--- src/rtl/stepper_move_ctrl.sv ---
// Move sequencer for the 2-phase stepper driver: accepts a move command, issues step pulses
// with a linear accel/decel ramp, and tracks the signed absolute position.
module stepper_move_ctrl #(
    parameter int unsigned START_PERIOD = 100,
    parameter int unsigned MIN_PERIOD   = 20,
    parameter int unsigned ACCEL_DEC    = 10,
    parameter int unsigned PULSE_WIDTH  = 8,
    parameter int unsigned DIR_SETUP    = 16,
    parameter int unsigned HOLD_CYCLES  = 1000
) (
    input  logic               clk,
    input  logic               rst_n,
    input  logic               cmd_valid,
    output logic               cmd_ready,
    input  logic [15:0]        cmd_steps,
    input  logic               cmd_dir,
    input  logic [15:0]        cmd_period_min,
    input  logic               abort,
    output logic               rotate_pulse,
    output logic               direction,
    output logic               module_enable,
    output logic               busy,
    output logic               done,
    output logic signed [31:0] position
);

    localparam logic [15:0] START_P    = 16'(START_PERIOD);
    localparam logic [15:0] MIN_P      = 16'(MIN_PERIOD);
    localparam logic [15:0] ACC        = 16'(ACCEL_DEC);
    localparam logic [15:0] PW         = 16'(PULSE_WIDTH);
    localparam logic [15:0] SETUP_LAST = 16'(DIR_SETUP - 1);
    localparam logic [15:0] HOLD_LAST  = 16'(HOLD_CYCLES - 1);

    typedef enum logic [1:0] {IDLE, SETUP, RUN, HOLD} state_t;

    state_t      state, state_nxt;
    logic [15:0] tick, rem, cur, ramp_cnt, period_min;
    logic        abort_seen;

    logic        accept, setup_end, interval_end, run_stop, step_start, hold_end;
    logic [15:0] clamped, cur_nxt, ramp_nxt;
    logic [16:0] cur_up;

    always_ff @(posedge clk) begin
        if (!rst_n) state <= IDLE;
        else        state <= state_nxt;
    end

    always_comb begin
        state_nxt = state;
        unique case (state)
            IDLE:  if (accept && cmd_steps != '0) state_nxt = SETUP;
            SETUP: if (setup_end)                 state_nxt = RUN;
            RUN:   if (run_stop)                  state_nxt = HOLD;
            HOLD:  if (hold_end)                  state_nxt = IDLE;
            default:                              state_nxt = IDLE;
        endcase
    end

    always_comb begin
        cmd_ready    = (state == IDLE);
        busy         = (state != IDLE);
        accept       = cmd_ready && cmd_valid;
        setup_end    = (state == SETUP) && (tick == SETUP_LAST);
        interval_end = (state == RUN) && (tick == cur);
        // rem counts steps not yet started, so zero here means the last step's interval just ended
        run_stop     = interval_end && (rem == '0 || abort_seen || abort);
        step_start   = setup_end || (interval_end && !run_stop);
        hold_end     = (state == HOLD) && (tick == HOLD_LAST);
    end

    always_comb begin
        if (cmd_period_min < MIN_P)        clamped = MIN_P;
        else if (cmd_period_min > START_P) clamped = START_P;
        else                               clamped = cmd_period_min;
    end

    // Interval for the step about to start; rem (before decrement) is that step's steps-left count.
    always_comb begin
        cur_nxt  = cur;
        ramp_nxt = ramp_cnt;
        cur_up   = {1'b0, cur} + {1'b0, ACC};
        if (setup_end) begin
            cur_nxt  = START_P;
            ramp_nxt = '0;
        end else if (rem - 16'd1 <= ramp_cnt) begin
            cur_nxt  = (cur_up > {1'b0, START_P}) ? START_P : cur_up[15:0];
            ramp_nxt = (ramp_cnt == '0) ? '0 : ramp_cnt - 16'd1;
        end else if (cur > period_min) begin
            cur_nxt  = (cur - period_min >= ACC) ? cur - ACC : period_min;
            ramp_nxt = (ramp_cnt == '1) ? '1 : ramp_cnt + 16'd1;
        end
    end

    always_ff @(posedge clk) begin
        if (!rst_n) begin
            tick          <= '0;
            rem           <= '0;
            cur           <= '0;
            ramp_cnt      <= '0;
            period_min    <= '0;
            abort_seen    <= 1'b0;
            rotate_pulse  <= 1'b0;
            direction     <= 1'b0;
            module_enable <= 1'b0;
            done          <= 1'b0;
            position      <= '0;
        end else begin
            done <= 1'b0;
            tick <= tick + 16'd1;
            if (accept) begin
                if (cmd_steps == '0) begin
                    done <= 1'b1;
                end else begin
                    rem           <= cmd_steps;
                    period_min    <= clamped;
                    direction     <= cmd_dir;
                    module_enable <= 1'b1;
                    abort_seen    <= 1'b0;
                    tick          <= '0;
                end
            end
            if (state == RUN && abort) abort_seen <= 1'b1;
            if (step_start) begin
                rotate_pulse <= 1'b1;
                tick         <= 16'd1;
                rem          <= rem - 16'd1;
                cur          <= cur_nxt;
                ramp_cnt     <= ramp_nxt;
                position     <= direction ? position + 32'sd1 : position - 32'sd1;
            end else if (state == RUN && tick == PW) begin
                rotate_pulse <= 1'b0;
            end
            if (run_stop) tick <= '0;
            if (hold_end) begin
                module_enable <= 1'b0;
                done          <= 1'b1;
                tick          <= '0;
            end
        end
    end

endmodule

--- config.mk ---
export PLATFORM = sky130hd
export DESIGN_NAME = stepper_move_ctrl
export DESIGN_NICKNAME = d
export VERILOG_FILES = /design/src/rtl/stepper_move_ctrl.sv
export SDC_FILE = /design/constraint.sdc
export NUM_CORES = 1
export LEC_CHECK = 0
export ABC_AREA = 1
export BUFFER_PORTS_ARGS = -buffer_cell sky130_fd_sc_hd__buf_4
export CAP_MARGIN = 30
export CORE_ASPECT_RATIO = 1.2
export CORE_MARGIN = 1
export CORE_UTILIZATION = 45
export DETAILED_ROUTE_END_ITERATION = 7
export PLACE_DENSITY = 0.74
export SETUP_SLACK_MARGIN = 0.4
export SLEW_MARGIN = 40
export SYNTH_ARGS = -nofsm -noshare
export SYNTH_HDL_FRONTEND = slang
export SYNTH_SLANG_ARGS = --single-unit
--- constraint.sdc ---
create_clock -name clk -period 2.8 [get_ports clk]
set_input_delay 0 -clock clk [delete_from_list [all_inputs] [get_ports clk]]
set_output_delay 0 -clock clk [all_outputs]
set_load 0.02 [all_outputs]
==> reports/metrics.cfg <==
[finish]
num_antenna_cells=0
syn_to_final_growth_pct=29.06
drive_above_1_share_pct=19.36
final_cell_mix=nand2_1 (338), inv_1 (191), nor2_1 (156)
fillers=2096
finalNonFillerCells=2056
multiInputGateArea_sq_mm=0.007433
fin_nets=1877
regArea_sq_mm=0.002397
final_common_cell=nand2_1

[yosys]
syn_inst=1607
synth_warnings=0
synth-seq-area-share_pct=23.30
syn_area_sq_mm=0.01022
synth_adder_area_share_pct=9.447
synth_compound_area_share_pct=16.45
synth-edff-count=0
synth_cell_types=50
syn_avg_cell_area_sq_um=6.363
synth_mux_area_share_pct=0
syn-num-nets=1720
synth_top_family_by_area=simple AND/OR/NAND/NOR gates
yosys.area_share.simple_pct=33.26
ys_async_sr_fraction_pct=0
ys_ff_latch=119
synth-main-ff-cell=dfxtp_1
synthXorXnorAreaFrac_pct=7.281

[clock_tree]
cts_tree=done
htreeDepth=4
cts_root_buf=clkbuf_16
cts_sinks=119
clk_pin_slew_ns=0.06
cts_made_buffers=17
clock_latency_ns=0.43
clk_path_buf_depth=2

[sta]
skew_ns=0.01227
slew_viol_final=0
whs_ns=-0.002524
tightest_slew_ns=0.8510
slew_headroom_pct=43.20
hold_viol=1
fmax_mhz=306.5
rsz0062_at_grt=yes
finalSetupViolations=32
setup_ws_ns=-0.4631
final.period_utilization_pct=116.5
fin_crit_ns=3.263

[drt]
drc=0
vias=11492
routed_via_density=5.589
final_antenna_net_count=0
firstDrtPassIters=6
wire_per_inst_um=15.91
drtIter0Drc=819
wirelength_um=32710

[die]
core-area_sq_mm=0.02237
top_level_ports=75
die_area_sq_mm=0.02333
start_util_pct=45.70
dieWidth_um=139.6
row_count=60
die_h_um=167.1

[outcome]
violations=hold timing, setup timing
run_status=finished with violations

[grt]
track_usage_pct=27.63
grt_max_degree=55
grt_pass1_wl_um=52170
grt_pass1_vias=11047
antenna_found_initial=0
grt_overflow_total=0

[place]
dp_hpwl_um=24060
portBuffers=74
gp_congestion=0.9782
post-place-cells=1976
place_ws_ns=-0.3957

[setup_path]
worst_ep_required_time_ns=3.09
critPathCaptureType=flip-flop
cp.arrival_ns=3.56
crit_path_max_fanout=8
start_kind=flip-flop
critPathKind=flip-flop to flip-flop

[flow_run]
maxCapViolCount=0

[worst_hold_path]
hp-class=input port to flip-flop

-- stage by stage --
step / setup TNS (ns) / cell area (sq um) / utilization, %
floorplan: -0.3310 / 10590 / -
global placement: -6.555 / 11770 / 52.61
detailed placement: -9.068 / 11770 / 52.62
CTS: -9.152 / 12840 / 57.39
global route: -20.28 / 13200 / 58.99
finish: -12.59 / 13200 / 58.99
-- logic make-up (layout without fill, tap and decap cells) --
family | Yosys count | after routing
adder cells (fa/ha/maj) | 76 | 76
AND/OR/NAND/NOR | 757 | 757
flip-flops | 119 | 119
AO/OA/AOI/OAI | 309 | 309
XOR/XNOR | 85 | 85
buffers and inverters | 261 | 431
-- final cells by class --
cell class	instances	area share (%)
clock inverters	13	1.185
multi-input cells	1227	56.33
inverters	213	6.258
clock buffers	19	3.281
flip-flops and latches	119	18.17
well taps	279	2.645
repair buffers	186	12.14
-- routing by layer --
layer | track usage [%] | up-vias | part of all wire, %
met1 | 29.83 | 5316 | 40
li1 | - | 5666 | -
met3 | 3.946 | 120 | 4.6
met5 | 0 | - | 0
met2 | 50.05 | 390 | 50
met4 | 18.54 | 0 | 5.6
-- timing repair --
item | CTS | global route
resized for setup | 27 | 75
endpoints found under the setup margin | 60 | 85
endpoints found under the hold margin | 25 | 0
buffers inserted | 12 | 10
hold buffers | 25 | 0
gates cloned | 1 | 0
pin swaps | 14 | 16
-- sequential cells by signal (all words and copies together) (netlist names) --
| register | count |
|---|---|
| direction | 1 |
| ramp_cnt | 16 |
| cur | 16 |
| rotate_pulse | 1 |
| position | 32 |
| period_min | 16 |
| rem | 16 |
| done | 1 |
| tick | 16 |
| abort_seen | 1 |
| state | 2 |
| module_enable | 1 |
-- cell usage after synthesis, types with 9 or more instances --
cell type,number,area share [%]
a21oi_1,134,6.6
a31oi_1,17,1.0
buf_2,9,0.44
buf_4,13,0.95
clkbuf_1,24,0.88
dfxtp_1,119,23
ha_1,74,9.1
inv_1,196,7.2
inv_2,16,0.59
nand2_1,346,13
nand3_1,98,4.8
nand4_1,52,3.2
nor2_1,166,6.1
nor3_1,45,2.2
o211ai_1,11,0.81
o21ai_0,102,5.0
o21ai_1,11,0.54
xnor2_1,21,1.8
xor2_1,64,5.5
-- worst max-delay path: stages (launching register included) --
cell and delay [ns]:
dfxtp_4 0.36, nor2_4 0.11, nand3_2 0.07, nor2_1 0.09, nand2_1 0.10, nor2_4 0.12, nand4_1 0.14, nor2_2 0.14
nand3b_1 0.13, xnor2_2 0.16, ha_1 0.33, nand2_2 0.08, inv_2 0.09, nand3_4 0.09, a31oi_1 0.15, nor2_1 0.07
nand2_2 0.09, nand2_4 0.11, nor2_4 0.13, inv_4 0.08, buf_4 0.14, o21ai_1 0.12, nor2_1 0.05, a21oi_1 0.12
nor2_1 0.05
-- path summary, 6_finish.rpt --
check,from,end,slack [ns],cells after the start
max,rem[1]$_SDFFE_PN0P_,ramp_cnt[15]$_SDFFE_PN0P_,-0.46,24
min,cmd_steps[4],rem[4]$_SDFFE_PN0P_,-0.003,5
max reg2reg,rem[1]$_SDFFE_PN0P_,ramp_cnt[15]$_SDFFE_PN0P_,-0.46,24
min reg2reg,period_min[5]$_SDFFE_PN0P_,period_min[5]$_SDFFE_PN0P_,0.47,2
Power is left out: the tool's default activity adds up to more than one toggle a clock period on the data nets, which glitch-free logic cannot reach.
